**config.mk**
```make
export PLATFORM = sky130hd
export DESIGN_NAME = seq_divider8
export DESIGN_NICKNAME = d
export VERILOG_FILES = /design/src/rtl/seq_divider8.sv
export SDC_FILE = /design/constraint.sdc
export NUM_CORES = 1
export LEC_CHECK = 0
export CAP_MARGIN = 40
export CORE_MARGIN = 1
export CORE_UTILIZATION = 50
export CTS_CLUSTER_DIAMETER = 30
export CTS_CLUSTER_SIZE = 8
export DETAILED_ROUTE_END_ITERATION = 8
export PLACE_DENSITY = 0.87
export REMOVE_ABC_BUFFERS = 1
export SETUP_SLACK_MARGIN = 0.05
export SYNTH_ARGS = -nofsm -noshare
export SYNTH_HDL_FRONTEND = slang
export SYNTH_SLANG_ARGS = --single-unit
```
**constraint.sdc**
```tcl
create_clock -name clk -period 5.9 [get_ports clk]
set_input_delay 0.885 -clock clk [delete_from_list [all_inputs] [get_ports clk]]
set_output_delay 0.885 -clock clk [all_outputs]
set_load 0.01 [all_outputs]
```
**src/rtl/seq_divider8.sv**
```systemverilog
// Multi-cycle unsigned restoring divider with a start/busy/done handshake.
// One trial subtraction per clock; a zero divisor finishes in a single step.
module seq_divider8 #(
    parameter int unsigned WIDTH = 8
) (
    input  logic             clk,
    input  logic             rst_n,
    input  logic             start,
    input  logic [WIDTH-1:0] dividend,
    input  logic [WIDTH-1:0] divisor,
    output logic             busy,
    output logic             done,
    output logic [WIDTH-1:0] quotient,
    output logic [WIDTH-1:0] remainder,
    output logic             dbz
);

    localparam int unsigned RW = WIDTH + 1;
    localparam int unsigned CW = $clog2(WIDTH);
    localparam logic [CW-1:0] LAST_STEP = CW'(WIDTH - 1);

    typedef enum logic [1:0] {
        IDLE = 2'd0,
        RUN  = 2'd1,
        DONE = 2'd2
    } stateType;

    stateType         state, stateNext;
    logic [WIDTH-1:0] rReg, rNext, qReg, qNext, dReg, dNext;
    logic [WIDTH-1:0] quotientNext, remainderNext;
    logic [CW-1:0]    count, countNext;
    logic             busyNext, doneNext, dbzNext;
    logic [RW-1:0]    rShift, diff;
    logic             noBorrow;

    // Partial remainder shifted left with the next dividend bit; the extra bit keeps
    // the carried-out MSB when the divisor exceeds half range.
    assign rShift = {rReg, qReg[WIDTH-1]};
    assign {noBorrow, diff} = {1'b0, rShift} + {1'b0, ~{1'b0, dReg}} + (RW + 1)'(1);

    always_comb begin
        stateNext     = state;
        rNext         = rReg;
        qNext         = qReg;
        dNext         = dReg;
        countNext     = count;
        quotientNext  = quotient;
        remainderNext = remainder;
        dbzNext       = dbz;

        case (state)
            IDLE: begin
                if (start) begin
                    if (divisor != '0) begin
                        dNext     = divisor;
                        qNext     = dividend;
                        rNext     = '0;
                        countNext = '0;
                        stateNext = RUN;
                    end else begin
                        quotientNext  = '1;
                        remainderNext = dividend;
                        dbzNext       = 1'b1;
                        stateNext     = DONE;
                    end
                end
            end
            RUN: begin
                rNext     = WIDTH'(noBorrow ? diff : rShift);
                qNext     = {qReg[WIDTH-2:0], noBorrow};
                countNext = CW'(count + CW'(1));
                if (count == LAST_STEP) begin
                    quotientNext  = qNext;
                    remainderNext = rNext;
                    dbzNext       = 1'b0;
                    stateNext     = DONE;
                end
            end
            DONE:    stateNext = IDLE;
            default: stateNext = IDLE;
        endcase

        busyNext = (stateNext != IDLE);
        doneNext = (stateNext == DONE);
    end

    always_ff @(posedge clk or negedge rst_n) begin
        if (!rst_n) begin
            state     <= IDLE;
            rReg      <= '0;
            qReg      <= '0;
            dReg      <= '0;
            count     <= '0;
            busy      <= 1'b0;
            done      <= 1'b0;
            quotient  <= '0;
            remainder <= '0;
            dbz       <= 1'b0;
        end else begin
            state     <= stateNext;
            rReg      <= rNext;
            qReg      <= qNext;
            dReg      <= dNext;
            count     <= countNext;
            busy      <= busyNext;
            done      <= doneNext;
            quotient  <= quotientNext;
            remainder <= remainderNext;
            dbz       <= dbzNext;
        end
    end

endmodule

```
==> summary.md <==
| Metric | Value |
|---|---|
| Count of input and output buffers | 37 |
| Number of buffers and inverters on the critical path | 1 |
| Hold Slack | 0.493 ns |
| Leakage | 1.29 nW |
| Distinct cell type count of the synthesized netlist | 47 |
| Die Outline Area | between 0.005 and 0.006 mm² |
| Std cell rows | 24 |
| Diode insertion count for antenna repair | 0 |
| Violations in the final reports | DRC |
| Fraction of the cycle the final worst path needs | 0.467 |
| Cell with the biggest individual delay on the critical path | sky130_fd_sc_hd__clkdlybuf4s50_1 |
| Hpwl dp | 3920 µm |
| Run status | finished, violations left |
| Post-cts repair resize count | 0 |
| Die outline height | 71.4 µm |
| Htree depth | 2 |
| Worst setup slack after layout | 3.14 ns |
| Top cell family by delay on the critical path | simple AND/OR/NAND/NOR gates |
| Gp weighted congestion | ~0.84 |
| # hold bufs at CTS | 0 |
| Clock tree skew after final layout | 0.00741 ns |
| Number of flops mapped to enable cells by yosys | 0 |
| Post-DR vias/cell | around 6.3 |
| Average cell area after synthesis | approximately 10 µm² |
| Setup repair after global routing missed its margin | false |
| Worst slew slack as a fraction of its limit | 0.452 |
| Grt ovf | 0 |
| Endpoint class of the critical path | flop |
| Starting Density | 0.535 |
| Total count of max-transition violations in the final report | 0 |
| Largest incremental delay on the critical path | 0.50 ns |
| Synthesized cell area | 0.00241 mm² |
| Ys Warns | 0 |
| Synthesized flop and latch total | 48 |
| Final #Nets | 298 |
| Core Region | 0.00450 mm² |
| Critical Path RT | 6.12 ns |
| Synth Instances | roughly 230 |
| Post-synth ARST share | 1.00 |
| Clk_lat worst skew | ~0.31 ns |
| Maximum fanout along the worst path | 17 |
| Total routing resource utilization after global routing | 0.231 |
| Peak clock frequency supported by timing | 363 MHz |
| Number of buffers inserted by post-CTS setup repair | 0 |
| P&R area growth vs syn | 21.2% |
| Via count of the first global-routing pass | 1,951 |
| Number of remaining DRC errors | 3 |
| Total setup violations reported at the end of the flow | 0 |
| Sequential fraction of the synthesis area | 0.499 |
| Drt initial violations | 221 |
| Die span in x | 71.4 µm |
| Hold Violations, Final | 0 |
| Post-route ant nets | 0 |
| Wire length of the first global-routing pass | around 9000 µm |
| Commonest non-fill, non-tap cell in the layout | sky130_fd_sc_hd__dfrtp_1 |
| Maximum clock path buffer count | 2 |
| Transition at the pin with the smallest max-transition slack | 0.821 ns |
| Critical path cell sequence | clkdlybuf4s50_1 -> nor3b_4 -> nand3_1 -> nand2_2 -> o22ai_1 -> a21oi_1 |
| Number of max-capacitance violations reported | 0 |
| Overall power | 0.00186 W |
| TritonCTS Sinks | 48 |
| Total number of vias | 2,026 |
| Worst min-delay path category | reg2reg |
| Placement Setup Slack | 2.84 ns |
| CTS root buffer | sky130_fd_sc_hd__clkbuf_8 |
| Pwr/cell area | 636 mW/mm² |
| Clock-pin slew on the worst setup and hold paths | 0.09 ns |
| Most used DFF post-synth | sky130_fd_sc_hd__dfrtp_1 |
| Maximum VDD drop | 0.303 mV |
| Commonest non-fill, non-tap cells in the layout | sky130_fd_sc_hd__dfrtp_1 (48), sky130_fd_sc_hd__clkdlybuf4s50_1 (36), sky130_fd_sc_hd__inv_1 (20), sky130_fd_sc_hd__nand2_1 (20), sky130_fd_sc_hd__o21ai_0 (16) |
| Startpoint type of the worst setup path | input pin |
| TritonCTS clock tree | yes |
| Number of buffers created by CTS | 5 |
| I/O pin count | 38 |
| Category of the most critical setup path | in2reg |
| Average wire length per cell after detail routing | 17.3 µm |
| Final critical delay including setup and external delays | about 2.8 ns |
| Initial antenna violation count | 0 |
| Fraction of layout cells with a size suffix above 1 | 0.0743 |
| Routed Wire Length | 5550 µm |
| Largest net degree at the start of global routing | 28 |
| Sum Neg Setup Slack | 0 ns |
| TritonRoute pass-1 iters | 9 |
| Worst Path Arrival | roughly 3.0 ns |
-- cells in the mapped netlist, types with 3 or more instances --
library cell,n,area (µm²)
sky130_fd_sc_hd__a222oi_1,7,70.1
sky130_fd_sc_hd__a211oi_1,3,22.5
sky130_fd_sc_hd__clkbuf_1,4,15.0
sky130_fd_sc_hd__o21ai_0,16,80.1
sky130_fd_sc_hd__dfrtp_1,48,1200
sky130_fd_sc_hd__nor2_1,15,56.3
sky130_fd_sc_hd__ha_1,10,125
sky130_fd_sc_hd__a21o_1,4,30.0
sky130_fd_sc_hd__inv_1,20,75.1
sky130_fd_sc_hd__nor2b_1,3,18.8
sky130_fd_sc_hd__buf_2,5,25.0
sky130_fd_sc_hd__o22a_1,10,87.6
sky130_fd_sc_hd__o21a_1,5,37.5
sky130_fd_sc_hd__nand2_1,20,75.1
sky130_fd_sc_hd__a22o_1,5,43.8
sky130_fd_sc_hd__mux2i_1,6,60.1
sky130_fd_sc_hd__a31oi_1,3,18.8
sky130_fd_sc_hd__a21oi_1,8,40.0
sky130_fd_sc_hd__nand3_1,6,30.0
-- through the flow --
step / cells / cell area [µm²] / util
after detailed placement: 313 / 2820 / 0.627
after global placement: 312 / 2800 / 0.622
final: 321 / 2920 / 0.648
after floorplan: 221 / 2360 / -
after CTS: 321 / 2920 / 0.648
after global routing: 321 / 2920 / 0.648
-- state kept, by name (all words and copies together) (netlist names) --
| signal | flops |
|---|---|
| busy | 1 |
| count | 3 |
| dReg | 8 |
| dbz | 1 |
| done | 1 |
| qReg | 8 |
| quotient | 8 |
| rReg | 8 |
| remainder | 8 |
| state | 2 |
-- where the power goes --
group	switching [W]	internal, W
clock network	0.000116	0.0000950
registers	0.000104	0.000489
logic	0.000560	0.000494
-- layout make-up --
type | count | area, µm²
Tap cell | 52 | 65.1
Timing Repair Buffer | 40 | 400
Fill cell | 353 | 1580
Sequential cell | 48 | 1200
Inverter | 20 | 75.1
Clock buffer | 6 | 82.6
Multi-Input combinational cell | 153 | 1080
Clock inverter | 2 | 15.0
-- logic make-up (layout without fill, tap and decap cells) --
family | Yosys count | count (layout) | synth area share
compound gates | 75 | 75 | 0.230
simple gates | 59 | 59 | 0.126
flops | 48 | 48 | 0.499
buf+inv | 30 | 68 | 0.0525
fa+ha+maj | 11 | 11 | 0.0603
mux | 7 | 7 | 0.0296
xor+xnor | 1 | 1 | 0.00364
-- path summary, 6_finish.rpt --
| kind | startpoint | end | slack, ns | cells after the start |
|---|---|---|---|---|
| max reg2reg | rReg[5]$_DFFE_PN0P_ | remainder[2]$_DFFE_PN0P_ | 3.36 | 6 |
| min | quotient[3]$_DFFE_PN0P_ | quotient[3]$_DFFE_PN0P_ | 0.49 | 1 |
| max in group asynchronous | rst_n | rReg[2]$_DFFE_PN0P_ | 4.84 | 2 |
| max | start | remainder[2]$_DFFE_PN0P_ | 3.14 | 6 |
| min reg2reg | quotient[3]$_DFFE_PN0P_ | quotient[3]$_DFFE_PN0P_ | 0.49 | 1 |
| min in group asynchronous | rst_n | quotient[6]$_DFFE_PN0P_ | 0.53 | 1 |
-- per-layer routing --
| metal | part of all wire | track usage |
|---|---|---|
| met1 | 0.41 | 0.310 |
| met2 | 0.51 | 0.378 |
| met3 | 0.062 | 0.0450 |
| met4 | 0.021 | 0.0756 |
| met5 | 0 | 0 |
No activity file was read; power rests on OpenSTA's default activity.
